$ cat src/rtl/register_file_2r1w_if.sv
// Operand-store port bundle: one write port, one reserve port,
// two read ports with their registered results.
interface register_file_2r1w_if #(
    parameter int DATA_WIDTH = 8,
    parameter int ADDR_WIDTH = 4
);
    logic                  load;
    logic [ADDR_WIDTH-1:0] waddr;
    logic [DATA_WIDTH-1:0] data_in;
    logic                  reserve;
    logic [ADDR_WIDTH-1:0] reserve_addr;
    logic [ADDR_WIDTH-1:0] raddr_a;
    logic [ADDR_WIDTH-1:0] raddr_b;
    logic [DATA_WIDTH-1:0] data_out_a;
    logic [DATA_WIDTH-1:0] data_out_b;
    logic                  pending_a;
    logic                  pending_b;
    logic                  any_pending;

    modport master (
        output load, waddr, data_in,
        output reserve, reserve_addr,
        output raddr_a, raddr_b,
        input  data_out_a, data_out_b,
        input  pending_a, pending_b, any_pending
    );

    modport slave (
        input  load, waddr, data_in,
        input  reserve, reserve_addr,
        input  raddr_a, raddr_b,
        output data_out_a, data_out_b,
        output pending_a, pending_b, any_pending
    );
endinterface

$ cat src/rtl/register_file_2r1w.sv
// Two-read/one-write register file with a per-entry pending
// scoreboard and same-edge write-to-read bypass.
module register_file_2r1w #(
    parameter int DATA_WIDTH = 8,
    parameter int ADDR_WIDTH = 4,
    parameter int ZERO_REG   = 0
) (
    input  logic                 clock,
    input  logic                 reset,
    register_file_2r1w_if.slave  bus
);
    localparam int DEPTH = 2 ** ADDR_WIDTH;

    logic [DATA_WIDTH-1:0] mem [DEPTH];
    logic [DEPTH-1:0]      pend;
    logic [DEPTH-1:0]      pend_next;

    logic                  wr_ok;
    logic                  rsv_ok;
    logic [DATA_WIDTH-1:0] rd_data_a;
    logic [DATA_WIDTH-1:0] rd_data_b;
    logic                  rd_pend_a;
    logic                  rd_pend_b;

    // Entry 0 is inert when hardwired to zero.
    assign wr_ok  = bus.load &&
                    !(ZERO_REG != 0 && bus.waddr == '0);
    assign rsv_ok = bus.reserve &&
                    !(ZERO_REG != 0 && bus.reserve_addr == '0);

    // Post-update scoreboard: a same-edge reserve beats the write.
    always_comb begin
        pend_next = pend;
        if (wr_ok) begin
            pend_next[bus.waddr] = 1'b0;
        end
        if (rsv_ok) begin
            pend_next[bus.reserve_addr] = 1'b1;
        end
    end

    // Read-port selection: array, bypass, then zero-register override.
    always_comb begin
        rd_data_a = mem[bus.raddr_a];
        rd_pend_a = pend[bus.raddr_a];
        if (wr_ok && bus.waddr == bus.raddr_a) begin
            rd_data_a = bus.data_in;
            rd_pend_a = pend_next[bus.raddr_a];
        end
        if (ZERO_REG != 0 && bus.raddr_a == '0) begin
            rd_data_a = '0;
            rd_pend_a = 1'b0;
        end

        rd_data_b = mem[bus.raddr_b];
        rd_pend_b = pend[bus.raddr_b];
        if (wr_ok && bus.waddr == bus.raddr_b) begin
            rd_data_b = bus.data_in;
            rd_pend_b = pend_next[bus.raddr_b];
        end
        if (ZERO_REG != 0 && bus.raddr_b == '0) begin
            rd_data_b = '0;
            rd_pend_b = 1'b0;
        end
    end

    // Storage and scoreboard update; reset discards same-edge traffic.
    always_ff @(posedge clock) begin
        if (reset) begin
            for (int i = 0; i < DEPTH; i++) begin
                mem[i] <= '0;
            end
            pend <= '0;
        end else begin
            if (wr_ok) begin
                mem[bus.waddr] <= bus.data_in;
            end
            pend <= pend_next;
        end
    end

    // Registered read results and scoreboard summary.
    always_ff @(posedge clock) begin
        if (reset) begin
            bus.data_out_a  <= '0;
            bus.data_out_b  <= '0;
            bus.pending_a   <= 1'b0;
            bus.pending_b   <= 1'b0;
            bus.any_pending <= 1'b0;
        end else begin
            bus.data_out_a  <= rd_data_a;
            bus.data_out_b  <= rd_data_b;
            bus.pending_a   <= rd_pend_a;
            bus.pending_b   <= rd_pend_b;
            bus.any_pending <= |pend_next;
        end
    end
endmodule

$ cat src/flat_wrapper.sv
// flat-port wrapper written by rule: the top's interface ports become plain ports
module register_file_2r1w_flat 
#(
    parameter int DATA_WIDTH = 8,
    parameter int ADDR_WIDTH = 4,
    parameter int ZERO_REG   = 0
)
  (clock, reset, bus_load, bus_waddr, bus_data_in, bus_reserve, bus_reserve_addr, bus_raddr_a, bus_raddr_b, bus_data_out_a, bus_data_out_b, bus_pending_a, bus_pending_b, bus_any_pending);
  register_file_2r1w_if #(.DATA_WIDTH(DATA_WIDTH), .ADDR_WIDTH(ADDR_WIDTH)) bus_i ();
  input  logic clock;
  input  logic reset;
  input wire logic [$bits(bus_i.load)-1:0] bus_load;
  input wire logic [$bits(bus_i.waddr)-1:0] bus_waddr;
  input wire logic [$bits(bus_i.data_in)-1:0] bus_data_in;
  input wire logic [$bits(bus_i.reserve)-1:0] bus_reserve;
  input wire logic [$bits(bus_i.reserve_addr)-1:0] bus_reserve_addr;
  input wire logic [$bits(bus_i.raddr_a)-1:0] bus_raddr_a;
  input wire logic [$bits(bus_i.raddr_b)-1:0] bus_raddr_b;
  output wire logic [$bits(bus_i.data_out_a)-1:0] bus_data_out_a;
  output wire logic [$bits(bus_i.data_out_b)-1:0] bus_data_out_b;
  output wire logic [$bits(bus_i.pending_a)-1:0] bus_pending_a;
  output wire logic [$bits(bus_i.pending_b)-1:0] bus_pending_b;
  output wire logic [$bits(bus_i.any_pending)-1:0] bus_any_pending;
  assign bus_i.load = bus_load;
  assign bus_i.waddr = bus_waddr;
  assign bus_i.data_in = bus_data_in;
  assign bus_i.reserve = bus_reserve;
  assign bus_i.reserve_addr = bus_reserve_addr;
  assign bus_i.raddr_a = bus_raddr_a;
  assign bus_i.raddr_b = bus_raddr_b;
  assign bus_data_out_a = bus_i.data_out_a;
  assign bus_data_out_b = bus_i.data_out_b;
  assign bus_pending_a = bus_i.pending_a;
  assign bus_pending_b = bus_i.pending_b;
  assign bus_any_pending = bus_i.any_pending;
  register_file_2r1w #(.DATA_WIDTH(DATA_WIDTH), .ADDR_WIDTH(ADDR_WIDTH), .ZERO_REG(ZERO_REG)) u_core (.clock(clock), .reset(reset), .bus(bus_i));
endmodule
$ cat config.mk
export PLATFORM = sky130hd
export DESIGN_NAME = register_file_2r1w_flat
export DESIGN_NICKNAME = d
export VERILOG_FILES = /design/src/rtl/register_file_2r1w_if.sv /design/src/rtl/register_file_2r1w.sv /design/src/flat_wrapper.sv
export SDC_FILE = /design/constraint.sdc
export NUM_CORES = 1
export LEC_CHECK = 0
export CAP_MARGIN = 20
export CORE_UTILIZATION = 35
export CTS_CLUSTER_DIAMETER = 100
export DETAILED_ROUTE_END_ITERATION = 12
export GPL_ROUTABILITY_DRIVEN = 0
export GPL_TIMING_DRIVEN = 0
export MAX_ROUTING_LAYER = met4
export PLACE_DENSITY = 0.57
export SLEW_MARGIN = 5
export SYNTH_ARGS = -nofsm -noshare
export SYNTH_HDL_FRONTEND = slang
export SYNTH_SLANG_ARGS = --single-unit
$ cat constraint.sdc
create_clock -name clock -period 2 [get_ports clock]
set_input_delay 0.5 -clock clock [delete_from_list [all_inputs] [get_ports clock]]
set_output_delay 0.5 -clock clock [all_outputs]
set_load 0.05 [all_outputs]
==> out/summary.txt, run 1 <==
CP Max Fanout: 5
Hold Crit Class: register to register
diodes inserted: 0
Critical Path End Type: register
Hold Startpoint: u_core.pend[15]$_SDFF_PP0_
outcome: complete, but fails checks
Max Cap Violations: 0
DRT antenna net count: 0
Synth cell types: 54
drt drc: 0
share of cells above drive strength 1: 0.3073
Worst R2R Path Depth: 4
TritonCTS Buffers: 17
Rel. slew slack: 0.5438
CTS sink count: 163
most frequent cell after synthesis: nor2_1
reg2reg setup slack: 150 ps
DIE WIDTH: 161.4 µm
Yosys top cell by area: edfxtp_1
origin of the critical flop-to-flop path: u_core.mem[1][3]$_SDFFCE_PN0P_
worst slew pin tran: 684.3 ps
H-tree depth: 4
Non-Filler Cell Area, Final: 10,880 µm²
worst IR drop on VDD: 0.0005715 V
Die Y: 161.4 µm
CTS Buffer Depth: 2
Via Count: 6,566
vias in the first global route: 6,592
Area Overhead vs Synth: 22.30%
Initial Util: 0.3615
minimum clock period: 2004 ps
fin. max-slew vios: 0
total number of yosys warnings: 0
P per Cell Area: 793.2 nW/µm²
Final Skew: 13.42 ps
Post-DP Area: 9717 µm²
Setup Viol. Count Final: 1
average vias per placed instance: 6.085
Post-Syn Nets: 696
clock latency at the later pin of the worst-skew pair: 440 ps
number of synthesized register bits: 163
port bufs: 42
WL/cell: 27.43 µm
Crit Path Class: input port to register
root buffer cell: clkbuf_16
final hold viol count: 0
top cells by area, synth: edfxtp_1, mux4_2, mux4_1
Crit path required time: 2340 ps
Synth top area share: 0.4322
core area: 24,600 µm²
hold endpoint: u_core.pend[15]$_SDFF_PP0_
r2r endpoint: u_core.bus.data_out_a[3]$_SDFF_PP0_
CTS tree: yes
Mean Syn Cell Area: 13.31 µm²
top cells by count, synth: nor2_1, edfxtp_1, mux4_2, dfxtp_1
async set-or-reset flop fraction in the synthesized netlist: 0
most common flop cell mapped by yosys: edfxtp_1
crit path launch type: input port
I/O pin count: 47
f_max: 0.4990 GHz
Core Rows: 57
sequential area share after synthesis: 0.5110
Congestion Overflow GR: 0
Post-Syn Area: 8894 µm²
1st-iter DRT viols: 789
largest net degree at the start of global routing: 17
failing checks: negative setup slack
Post-synth EDFFs: 128
clock-pin transition on the worst setup and hold timing paths: 70 ps
Core Util, Final: 0.4421
DRT Pass-1 Iters: 8
Final WS setup: -4.176 ps
antenna violations before repair: 0
post-DP HPWL: 20,120 µm
WP data arrival: 2340 ps
Mapped Cells: 668
static leakage: 3.872 nW
worst slack at placement: -1155 ps
Final nets: 770
area of the die: 26,050 µm²
GRT Total Usage: 0.2389
final wirelength: 29,600 µm
Hold Crit Depth: 2
first-pass GRT wire length: 42,800 µm
Final period util: 1.002
[worst max-delay path, cell delays in order]
cell             delay (ps)
clkdlybuf4s50_1         590
nor2b_2                 330
nand2_1                 100
and2_1                  200
mux2i_1                 230
a2bb2oi_1               150
a211oi_2                240
[how the worst max path moves through the flow]
stage	cells after the start	endpoint	start
after CTS	4	u_core.bus.data_out_a[6]$_SDFF_PP0_	reset
after global routing	7	u_core.bus.pending_a$_SDFF_PP0_	bus_reserve_addr[3]
after global placement	9	u_core.bus.any_pending$_SDFF_PP0_	bus_waddr[0]
after floorplan	6	u_core.bus.data_out_a[2]$_SDFF_PP0_	bus_raddr_a[0]
after detailed placement	5	u_core.mem[11][5]$_SDFFCE_PN0P_	bus_load
final	7	u_core.bus.pending_a$_SDFF_PP0_	bus_reserve_addr[3]
[where the power goes]
group	internal, mW	total (mW)	switching [mW]
combinational	0.607	1.43	0.825
sequential	3.86	3.96	0.0983
clock	1.77	3.24	1.47
total	6.24	8.63	2.39
[kinds of logic after synthesis]
group | Yosys count | share of synthesized area
xor gates and xnor gates | 8 | 0.007879
buffers and inverters | 62 | 0.03714
muxes | 109 | 0.2600
AOI/OAI and AO/OA | 48 | 0.03911
DFF | 163 | 0.5110
and+or+nand+nor | 278 | 0.1449
[final cells by class]
cell class | instances | area, µm²
Tap cell | 324 | 405.4
Clock inverter | 13 | 122.6
Multi-Input combinational cell | 443 | 4297
Sequential cell | 163 | 4544
Timing Repair Buffer | 59 | 561.8
Fill cell | 2212 | 13730
Clock buffer | 19 | 442.9
Buffer | 58 | 503.0
[per-layer routing]
metal	up-vias	share of wire	GRT usage
met5	-	0	-
met1	3265	0.37	0.2924
met2	491	0.48	0.3787
li1	2698	-	-
met3	112	0.092	0.04545
met4	0	0.055	0.1201
[cell usage in the layout, fill, tap and decap left out, types with 4 or more instances in the layout]
master             n
nor2_1           164
edfxtp_1         128
mux4_2            69
dfxtp_1           35
dlygate4sd2_1     25
buf_4             22
mux2i_1           19
nand2_1           18
mux4_1            17
clkbuf_16         17
nand2b_1          13
clkdlybuf4s50_1   13
clkbuf_2          10
buf_8             10
nand2b_2          10
a21oi_1            9
buf_2              8
clkbuf_4           8
nand3_1            8
nand2b_4           7
clkbuf_1           6
xor2_1             6
a22oi_2            6
nand4_1            6
buf_6              5
and3b_1            5
buf_12             5
nand3b_1           5
nor3b_1            5
a211oi_1           5
nor4_2             4
a22oi_1            4
nor2b_1            4
a21oi_4            4
inv_6              4
[repair_timing]
| item | CTS | global route |
|---|---|---|
| cloned | 1 | 0 |
| pin swaps | 10 | 7 |
| gates resized for setup | 135 | 44 |
| hold buffers | 0 | 0 |
| setup endpoints to repair | 239 | 95 |
| setup buffers | 12 | 4 |
[registers in the layout, summed over array words and instances (netlist names)]
register and flops:
u_core.mem 128, u_core.pend 16, u_core.bus.data_out_a 8, u_core.bus.data_out_b 8
u_core.bus.any_pending 1, u_core.bus.pending_a 1, u_core.bus.pending_b 1
[through the flow]
step	power [mW]	hold WS (ps)	instances	setup TNS [ps]
CTS	8.591	597.0	1079	0
finish	8.628	605.1	1079	-4.176
global placement	5.339	588.3	1034	-176340
global route	8.843	612.1	1079	-102.8
detailed placement	5.367	589.0	1034	-182600
floorplan	4.872	520.3	668	-267.3
Note: power is estimated with default switching activity, not from simulation.
==> run 2, diff against run 1 <==
Clock period 2 ns to 1.7 ns, I/O delays scaled along.
==> out/summary.txt, run 2 (synthesis results as in run 1) <==
Final nets: 802 (was 770)
Congestion Overflow GR: 0 (unchanged)
Hold Startpoint: bus_waddr[3] (was u_core.pend[15]$_SDFF_PP0_)
CP Max Fanout: 2 (was 5)
share of cells above drive strength 1: 0.3863 (was 0.3073)
Critical Path End Type: register (unchanged)
core area: 24,600 µm² (unchanged)
Hold Crit Depth: 4 (was 2)
Die Y: 161.4 µm (unchanged)
fin. max-slew vios: 0 (unchanged)
antenna violations before repair: 0 (unchanged)
drt drc: 0 (unchanged)
Seq. cell area: 4544 µm² (unchanged)
leading cell types in the layout, fill and taps excluded: nor2_1, edfxtp_1, mux4_2, buf_4, dfxtp_1 (was nor2_1, edfxtp_1, mux4_2, dfxtp_1, dlygate4sd2_1)
Switching Share: 0.2734 (was 0.2770)
f_max: 0.5347 GHz
internal power: 7.604 mW (was 6.238 mW)
H-tree depth: 4 (unchanged)
final hold viol count: 0 (unchanged)
reg2reg setup slack: -170 ps (was 150 ps)
Max Cap Violations: 0 (unchanged)
CTS Buffer Depth: 2 (unchanged)
RSZ-0062 raised after global routing: yes
origin of the critical flop-to-flop path: u_core.mem[7][3]$_SDFFCE_PN0P_ (was u_core.mem[1][3]$_SDFFCE_PN0P_)
GRT Total Usage: 0.2283 (was 0.2389)
Crit path required time: 2020 ps (was 2340 ps)
r2r endpoint: u_core.bus.data_out_b[3]$_SDFF_PP0_ (was u_core.bus.data_out_a[3]$_SDFF_PP0_)
DRT antenna net count: 0 (unchanged)
root buffer cell: clkbuf_16 (unchanged)
static leakage: 4.054 nW (was 3.872 nW)
hold endpoint: u_core.pend[11]$_SDFF_PP0_ (was u_core.pend[15]$_SDFF_PP0_)
Worst R2R Path Depth: 4 (unchanged)
CTS Hold Bufs: 0 (unchanged)
crit path launch type: register (was input port)
Hold Crit Class: input port to register (was register to register)
minimum clock period: 1870 ps
outcome: complete, but fails checks (unchanged)
placed insts: 1,034 (unchanged)
Via Count: 6,583 (was 6,566)
worst IR drop on VDD: 0.0007221 V (was 0.0005715 V)
Final WS setup: -170.3 ps (was -4.176 ps)
Area Overhead vs Synth: 27.31% (was 22.30%)
Core Rows: 57 (unchanged)
WL/cell: 25.54 µm (was 27.43 µm)
worst slew pin tran: 752.8 ps (was 684.3 ps)
Sequential Power Share: 0.445 (was 0.459)
clock latency at the later pin of the worst-skew pair: 440 ps (about the same)
combinational share of power: 0.171 (was 0.166)
multi-input logic area: 4313 µm² (was 4297 µm²)
biggest regs: u_core.mem (128), u_core.pend (16) (unchanged)
worst slack at placement: -1168 ps (was -1155 ps)
vias in the first global route: 6,387 (was 6,592)
DRT Pass-1 Iters: 7 (was 8)
Layout fillers: 2,195 (was 2,212)
area of the die: 26,050 µm² (unchanged)
1st-iter DRT viols: 979 (was 789)
diodes inserted: 0 (unchanged)
Non-Filler Cell Area, Final: 11,320 µm² (was 10,880 µm²)
Clk pwr share: 0.384 (was 0.375)
Crit Path Class: register to register (was input port to register)
CTS tree: yes (unchanged)
failing checks: negative setup slack (unchanged)
Top reg by flops: u_core.mem (unchanged)
port bufs: 42 (unchanged)
max reg flops: 128 (unchanged)
WP data arrival: 2190 ps (was 2340 ps)
I/O pin count: 47 (unchanged)
CTS sink count: 163 (unchanged)
Rel. slew slack: 0.4981 (was 0.5438)
TritonCTS Buffers: 17 (unchanged)
post-DP HPWL: 20,040 µm (was 20,120 µm)
clock-pin transition on the worst setup and hold timing paths: 70 ps (about the same)
Final period util: 1.100
largest net degree at the start of global routing: 17 (unchanged)
Post-Layout Cell Count: 1,111 (was 1,079)
average vias per placed instance: 5.925 (was 6.085)
P per Cell Area: 924.2 nW/µm² (was 793.2 nW/µm²)
DIE WIDTH: 161.4 µm (unchanged)
first-pass GRT wire length: 41,350 µm (was 42,800 µm)
final wirelength: 28,380 µm (was 29,600 µm)
commonest non-fill, non-tap cell in the layout: nor2_1 (unchanged)
Switch Pwr: 2.860 mW (was 2.390 mW)
Post-DP Area: 9883 µm² (was 9717 µm²)
Initial Util: 0.3615 (unchanged)
Core Util, Final: 0.4602 (was 0.4421)
Setup Viol. Count Final: 17 (was 1)
Final Skew: 7.820 ps (was 13.42 ps)
==> run 2: critical path: stages (launching register included) <==
cell      delay [ps]
edfxtp_1         390
mux4_4           610
mux4_2           480
mux2i_2          210
nor2_1            70
==> run 2: layout make-up <==
cell class              count  area share
multi-input cells         443      0.3809
flip-flops and latches    163      0.4014
repair buffers             91     0.07481
well taps                 324     0.03581
clock inverters            14     0.01470
clock buffers              18     0.03879
plain buffers              58     0.05360
==> run 2: power groups by stage <==
stage,Clock [mW],Combinational [mW],Sequential (mW)
final,4.02,1.79,4.65
after global placement,0,1.60,4.71
after detailed placement,0,1.60,4.74
after floorplan,0,0.916,4.87
after CTS,4.04,1.73,4.65
after global routing,4.17,1.86,4.68
==> run 2: worst max-delay path by stage <==
stage | end | slack, ps | cells past startpoint | start
6_report | u_core.bus.data_out_b[3]$_SDFF_PP0_ | -170 | 4 | u_core.mem[7][3]$_SDFFCE_PN0P_
3_3_place_gp | u_core.bus.data_out_b[3]$_SDFF_PP0_ | -1190 | 7 | bus_raddr_b[1]
5_1_grt | u_core.bus.data_out_b[3]$_SDFF_PP0_ | -230 | 4 | u_core.mem[7][3]$_SDFFCE_PN0P_
2_1_floorplan | u_core.bus.data_out_b[0]$_SDFF_PP0_ | -220 | 6 | bus_raddr_b[0]
3_5_place_dp | u_core.bus.data_out_b[3]$_SDFF_PP0_ | -1170 | 7 | bus_raddr_b[1]
4_1_cts | u_core.bus.data_out_b[3]$_SDFF_PP0_ | -150 | 4 | u_core.mem[7][3]$_SDFFCE_PN0P_
==> run 2: metrics by stage <==
stage | total power [mW] | hold WS [ps] | TNS (ps)
6_report | 10.46 | 559.7 | -1123
5_1_grt | 10.71 | 583.7 | -2071
4_1_cts | 10.42 | 516.4 | -1026
3_5_place_dp | 6.344 | 583.2 | -232310
3_3_place_gp | 6.313 | 585.3 | -231890
2_1_floorplan | 5.786 | 520.3 | -3582
==> run 2: repair_timing <==
| item | in CTS | in global routing |
|---|---|---|
| cloned | 4 | 0 |
| gates resized for setup | 163 | 57 |
| buffers inserted | 32 | 13 |
| endpoints found under the hold margin | 0 | 0 |
| pin swaps | 20 | 19 |
| setup endpoints to repair | 282 | 90 |
==> run 2: metal layers <==
layer | wire [µm] | vias to the layer above | global-route usage | part of all wire
met5 | 0 | - | - | 0
met4 | 826 | 0 | 0.06861 | 0.029
met3 | 2778 | 84 | 0.05855 | 0.098
met2 | 13330 | 411 | 0.3487 | 0.47
met1 | 11450 | 3333 | 0.2989 | 0.40
li1 | - | 2755 | - | -
